### config.mk
export PLATFORM = sky130hd
export DESIGN_NAME = frame_buffer_writer
export DESIGN_NICKNAME = d
export VERILOG_FILES = /design/src/rtl/frame_buffer_writer.sv
export SDC_FILE = /design/constraint.sdc
export NUM_CORES = 1
export LEC_CHECK = 0
export CORE_MARGIN = 3
export CORE_UTILIZATION = 45
export CTS_BUF_LIST = sky130_fd_sc_hd__clkbuf_16
export CTS_CLUSTER_DIAMETER = 80
export CTS_CLUSTER_SIZE = 24
export DETAILED_ROUTE_END_ITERATION = 8
export MAX_ROUTING_LAYER = met4
export PLACE_DENSITY = 0.69
export SLEW_MARGIN = 30
export SYNTH_ARGS = -nofsm -noshare
export SYNTH_HDL_FRONTEND = slang
export SYNTH_SLANG_ARGS = --single-unit
### constraint.sdc
create_clock -name clk -period 2.9 [get_ports clk]
set_input_delay 0.58 -clock clk [delete_from_list [all_inputs] [get_ports clk]]
set_output_delay 0.58 -clock clk [all_outputs]
set_load 0.05 [all_outputs]
### src/rtl/frame_buffer_writer.sv
// Frame buffer write side: packs an R,G,B byte stream into 24-bit pixels and
// drives the frame RAM write port with a running raster address.
module frame_buffer_writer #(
  parameter int H_ACTIVE = 640,
  parameter int V_ACTIVE = 480,
  parameter int ADDR_W   = 19
) (
  input  logic              clk,
  input  logic              rst,
  input  logic              start,
  input  logic              byte_valid,
  input  logic [7:0]        byte_data,
  output logic              byte_ready,
  output logic              wr_en,
  output logic [ADDR_W-1:0] wr_address,
  output logic [23:0]       wr_data,
  output logic              busy,
  output logic              frame_done
);

  localparam logic [2:0] IDLE   = 3'd0;
  localparam logic [2:0] LOAD_R = 3'd1;
  localparam logic [2:0] LOAD_G = 3'd2;
  localparam logic [2:0] LOAD_B = 3'd3;
  localparam logic [2:0] DONE   = 3'd4;

  localparam logic [ADDR_W-1:0] LAST_PIX = ADDR_W'(H_ACTIVE * V_ACTIVE - 1);

  logic [2:0]        state_q, state_d;
  logic [ADDR_W-1:0] cnt_q, cnt_d;
  logic [7:0]        r_q, r_d, g_q, g_d;
  logic              wr_en_q, wr_en_d;
  logic [ADDR_W-1:0] wr_addr_q, wr_addr_d;
  logic [23:0]       wr_data_q, wr_data_d;
  logic              done_q, done_d;
  logic              loading, accept;

  // A restart pulse takes priority over the stream, so no byte is consumed with it.
  assign loading    = (state_q == LOAD_R) || (state_q == LOAD_G) || (state_q == LOAD_B);
  assign byte_ready = loading && !start;
  assign busy       = loading || (state_q == DONE);
  assign accept     = byte_valid && byte_ready;

  always_comb begin
    state_d   = state_q;
    cnt_d     = cnt_q;
    r_d       = r_q;
    g_d       = g_q;
    wr_en_d   = 1'b0;
    wr_addr_d = wr_addr_q;
    wr_data_d = wr_data_q;
    done_d    = (state_q == DONE);
    if (start) begin
      state_d = LOAD_R;
      cnt_d   = '0;
    end else begin
      case (state_q)
        LOAD_R: if (accept) begin
          r_d     = byte_data;
          state_d = LOAD_G;
        end
        LOAD_G: if (accept) begin
          g_d     = byte_data;
          state_d = LOAD_B;
        end
        LOAD_B: if (accept) begin
          wr_en_d   = 1'b1;
          wr_addr_d = cnt_q;
          wr_data_d = {r_q, g_q, byte_data};
          if (cnt_q == LAST_PIX) begin
            state_d = DONE;
          end else begin
            cnt_d   = cnt_q + 1'b1;
            state_d = LOAD_R;
          end
        end
        DONE:    state_d = IDLE;
        default: state_d = IDLE;
      endcase
    end
  end

  always_ff @(posedge clk or posedge rst) begin
    if (rst) begin
      state_q   <= IDLE;
      cnt_q     <= '0;
      r_q       <= '0;
      g_q       <= '0;
      wr_en_q   <= 1'b0;
      wr_addr_q <= '0;
      wr_data_q <= '0;
      done_q    <= 1'b0;
    end else begin
      state_q   <= state_d;
      cnt_q     <= cnt_d;
      r_q       <= r_d;
      g_q       <= g_d;
      wr_en_q   <= wr_en_d;
      wr_addr_q <= wr_addr_d;
      wr_data_q <= wr_data_d;
      done_q    <= done_d;
    end
  end

  assign wr_en      = wr_en_q;
  assign wr_address = wr_addr_q;
  assign wr_data    = wr_data_q;
  assign frame_done = done_q;

endmodule

Word-level counts from Yosys, hierarchy flattened
Cells that the tools add are included.
{ "op_classes": {"n_eq_ne": 9, "muxes": 13, "n_bitwise": 1, "add_sub_neg": 1, "n_reduce_logical": 13} }
{ "op_table": {"columns": ["cell", "count"], "rows": [
  ["$mux 19", 4],
  ["$add 19x1->19 const B", 1],
  ["$eq 19x19->1 const B", 1],
  ["$mux 3", 5],
  ["$reduce_and 3->1", 5],
  ["$ne 3x3->1 const B", 3],
  ["$pmux 3 s3", 1],
  ["$eq 3x2->1 const B", 2],
  ["$reduce_bool 2->1", 2],
  ["$eq 3x1->1 const B", 1],
  ["$eq 3x3->1 const B", 1],
  ["$logic_or 1x1->1", 3],
  ["$mux 1", 3],
  ["$logic_and 1x1->1", 2],
  ["$ne 2x2->1 const B", 1],
  ["$logic_not 1->1", 1],
  ["$not 1->1", 1]
]} }
{ "word_totals": {"inputBits": 12, "ff_bits": 83, "out_inout_bits": 47} }

Depth between registers and ports, before layout
{ "depth": {"word_depth": 8, "depth_mapped": 7} }

Worst setup path before layout
Ideal clock, no wire load.
{ "synth_path": {"kind": "input to output", "start": "input port start", "end": "output port byte_ready", "slack_ps": 313, "t_arrival_ps": 2007, "t_required_ps": 2320, "n_path_buf": 2, "stages": 3, "path_cell_list": "buf_4 clkbuf_1 nor3_1"} }
{ "synth_via": {"elab_chain_len": 2} }
{ "synth_lines": {"columns": ["item", "line_no", "text"], "rows": [
  ["start, declared", "10", "input logic start,"],
  ["$logic_not 1->1", "40", "assign byte_ready = loading && !start;"],
  ["$logic_and 1x1->1", "40", null],
  ["end, declared", "13", "output logic byte_ready,"]
]} }
No other way between the ends.

Worst setup path after layout
{ "layout_path": {"start": "register state_q[0]", "end": "output port busy"} }
{ "layout_via": {"elab_chain_len": 4} }
{ "layout_lines": {"columns": ["item", "line_no", "text"], "rows": [
  ["start, declared", "29", "logic [2:0] state_q, state_d;"],
  ["start signal, assigned", "94", "state_q <= state_d;"],
  ["$eq 3x1->1 / $eq 3x2->1 (equally long branches)", "39", "assign loading = (state_q == LOAD_R) || (state_q == LOAD_G) || (state_q == LOAD_B);"],
  ["$logic_or 1x1->1 (2 in series)", "39", null],
  ["$logic_or 1x1->1 *", "41", "assign busy = loading || (state_q == DONE);"],
  ["end, declared", "17", "output logic busy,"]
]} }
Mark *: on every way between the ends. The rest lies on a longest branch, timed or not.

==> metrics.txt <==
# TYPE chip_impl_metric gauge
chip_impl_info{name="status",value="complete, no violations"} 1
chip_impl_info{name="hold_class",value="reg2reg"} 1
chip_impl_info{name="synth_top_cells_by_area",value="dfrtp_1 (58%), mux2_2 (18%), xnor2_1 (4.4%), nor2_1 (2.3%), a21oi_1 (0.85%)"} 1
chip_impl_metric{name="route.detailed.drc",unit=""} 0
chip_impl_metric{name="grt_pass1_vias",unit=""} 2236
chip_impl_metric{name="cts_setup_buffers",unit=""} 0
chip_impl_metric{name="areaGrowthSynthToFinish",unit="%"} 28.5
chip_impl_metric{name="synth-edff-count",unit=""} 0
chip_impl_metric{name="utilization",unit=""} 0.613
chip_impl_metric{name="post-route-period-util",unit=""} 0.865
chip_impl_metric{name="drt_pass1_iterations",unit=""} 4
chip_impl_metric{name="fmax",unit="MHz"} 399
chip_impl_metric{name="initial_utilization",unit=""} 0.477
chip_impl_metric{name="die_x",unit="µm"} 94.8
chip_impl_info{name="root_cell_of_the_clock_tree",value="clkbuf_16"} 1
chip_impl_metric{name="cellPowerDensity",unit="nW/µm²"} 816
chip_impl_metric{name="maxSlewViolCount",unit=""} 0
chip_impl_metric{name="place.port_buffers",unit=""} 58
chip_impl_metric{name="netlist_area",unit="µm²"} 3550
chip_impl_metric{name="relSlewSlack",unit=""} 0.430
chip_impl_metric{name="clock_latency",unit="ps"} 330
chip_impl_metric{name="max_cap_viol_count",unit=""} 0
chip_impl_metric{name="yosysWarnings",unit=""} 0
chip_impl_metric{name="die_height",unit="µm"} 94.8
chip_impl_metric{name="antenna-diode-count",unit=""} 0
chip_impl_metric{name="postRouteAntennaNets",unit=""} 0
chip_impl_metric{name="clkSlewWorstSetupHoldPaths",unit="ps"} 70
chip_impl_metric{name="core_area",unit="µm²"} 7450
chip_impl_metric{name="vdd_drop_max",unit="mV"} 0.669
chip_impl_metric{name="die-area",unit="µm²"} 8990
chip_impl_metric{name="clock_sinks",unit=""} 83
chip_impl_metric{name="synth_fp_nets",unit=""} 276
chip_impl_info{name="netlist.top_cell.by_area",value="dfrtp_1"} 1
chip_impl_metric{name="syn-instance-count",unit=""} 263
chip_impl_info{name="cts_tree",value="yes"} 1
chip_impl_info{name="synth-main-ff-cell",value="dfrtp_1"} 1
chip_impl_metric{name="whs",unit="ps"} 498
chip_impl_metric{name="place.detailed.hpwl",unit="µm"} 4560
chip_impl_metric{name="rrSetupSlack",unit="ps"} 660
chip_impl_info{name="path_class",value="reg2out"} 1
chip_impl_metric{name="grt_first_pass_wirelength",unit="µm"} 11600
chip_impl_metric{name="io_pins",unit=""} 59
chip_impl_metric{name="timing_worst_slew_pin_value",unit="ps"} 855
chip_impl_info{name="critical_path_sink_type",value="output pin"} 1
chip_impl_metric{name="final_design_area_no_fill",unit="µm²"} 4560
chip_impl_metric{name="via_count",unit=""} 2249
chip_impl_metric{name="fraction_of_layout_instances_using_a_drive_strength_above_1",unit=""} 0.290
chip_impl_metric{name="place.gp.congestion",unit=""} 0.758
chip_impl_metric{name="globalRouteOverflowTotal",unit=""} 0
chip_impl_info{name="grt_setup_unrepaired",value="false"} 1
chip_impl_metric{name="cts_resized",unit=""} 0
chip_impl_metric{name="placement.cell_area",unit="µm²"} 4260
chip_impl_metric{name="finalHoldViolCount",unit=""} 0
chip_impl_metric{name="htreeDepth",unit=""} 3
chip_impl_metric{name="avgSynthCellArea",unit="µm²"} 13.5
chip_impl_metric{name="flip_flop_and_latch_count_after_synthesis",unit=""} 83
chip_impl_metric{name="timing.critical_path.arrival",unit="ps"} 1930
chip_impl_metric{name="routed_wl",unit="µm"} 6790
chip_impl_metric{name="cp_max_fo",unit=""} 6
chip_impl_metric{name="routed_via_density",unit=""} 5.23
chip_impl_metric{name="core.rowCount",unit=""} 31
chip_impl_metric{name="synth_async_sr_flop_share",unit=""} 1.00
chip_impl_info{name="critical_path.startpoint_type",value="register"} 1
chip_impl_metric{name="setup_viol",unit=""} 0
chip_impl_metric{name="finalSetupTns",unit="ps"} 0
chip_impl_metric{name="required_worst_endpoint",unit="ps"} 2320
chip_impl_metric{name="cellLeakagePower",unit="nW"} 2.01
chip_impl_metric{name="fin_nets",unit=""} 339
chip_impl_metric{name="portion_of_the_post_synthesis_area_used_by_sequential_elements",unit=""} 0.585
chip_impl_info{name="most_common_cell_after_layout_fill_and_taps_aside",value="dfrtp_1"} 1
chip_impl_metric{name="synth.lib_cells_used.distinct",unit=""} 43
chip_impl_metric{name="netlist.area_leader.share",unit=""} 0.585
chip_impl_metric{name="place.detailed.instances",unit=""} 414
chip_impl_metric{name="final.min_clock_period",unit="ps"} 2510
chip_impl_metric{name="tritoncts.num_buffers",unit=""} 9
chip_impl_metric{name="cts_max_path_buffers",unit=""} 2
chip_impl_metric{name="drt_iter0_markers",unit=""} 78
chip_impl_metric{name="avgRoutedWirePerCell",unit="µm"} 15.8
chip_impl_metric{name="instances_no_fill",unit=""} 430
chip_impl_metric{name="finalClockSkew",unit="ps"} 9.33
chip_impl_metric{name="grtUsageTotal",unit=""} 0.174
chip_impl_metric{name="antenna_found_initial",unit=""} 0
chip_impl_metric{name="postCtsHoldBufs",unit=""} 0
chip_impl_info{name="mostFrequentLayoutCells",value="dfrtp_1 (83), mux2_2 (58), clkdlybuf4s50_1 (57)"} 1
chip_impl_metric{name="grt_max_degree",unit=""} 84
sequential cells by signal, indices dropped and copies added (netlist names):
| register | cells |
|---|---|
| cnt_q | 19 |
| frame_done | 1 |
| g_q | 8 |
| r_q | 8 |
| state_q | 3 |
| wr_address | 19 |
| wr_data | 24 |
| wr_en | 1 |
synthesized netlist by cell type (all sizes together), types with 2 or more instances:
cell / n
mux2: 58
nor4: 4
a2111oi: 2
nor3: 4
a21oi: 6
and4: 4
a211oi: 5
nand2: 9
nor2b: 2
and2: 2
and3: 4
nand4: 5
inv: 4
clkbuf: 3
nor2: 22
xnor2: 18
nand3: 5
buf: 10
dfrtp: 83
worst max-delay path: stages (launching register included):
cell and delay, ps:
dfrtp_1 430, nor2_1 220, xnor2_1 140, clkdlybuf4s50_1 820
kinds of logic (layout without fill, tap and decap cells):
logic type	after synthesis	in the layout	share of synthesized area
AO/OA/AOI/OAI	17	17	0.0366
XOR/XNOR	19	19	0.0469
adder cells (fa/ha/maj)	1	1	0.00352
buffers and inverters	17	85	0.0254
flip-flops	83	83	0.585
multiplexers	59	59	0.187
AND/OR/NAND/NOR	67	67	0.116
stage by stage:
step | power [mW] | setup WS, ps
finish | 3.72 | 393
global route | 3.88 | 313
CTS | 3.77 | 372
detailed placement | 2.59 | 333
global placement | 2.57 | 366
floorplan | 2.20 | 183
path summary, 6_finish.rpt:
check,from,end,cells past startpoint
max,state_q[0],busy,3
min,r_q[1],wr_data[17],1
max reg2reg,cnt_q[0],cnt_q[0],6
min reg2reg,r_q[1],wr_data[17],1
max in group asynchronous,rst,wr_address[15],3
min in group asynchronous,rst,wr_data[8],3
power by group:
group	switching (mW)	internal, mW	total [mW]
sequential	0.107	1.36	1.47
clock	0.485	0.684	1.17
combinational	0.674	0.412	1.09
area by class of cell:
class                           count  area [µm²]
Fill cell                         614        2880
Sequential cell                    83        2080
Multi-Input combinational cell    163        1380
Timing Repair Buffer               65         656
Clock buffer                        9         225
Tap cell                           99         124
Clock inverter                      7        81.3
Inverter                            4        16.3
per-layer routing:
metal  track usage  routed length, µm  up-vias  share of wire
met5             -                  0        -              0
met4        0.0685                104        0          0.015
met3        0.0382                286       11          0.042
met2         0.239               3200       53           0.47
met1         0.252               3200     1124           0.47
li1              -                  -     1061              -
(Power assumes the default switching activity.)
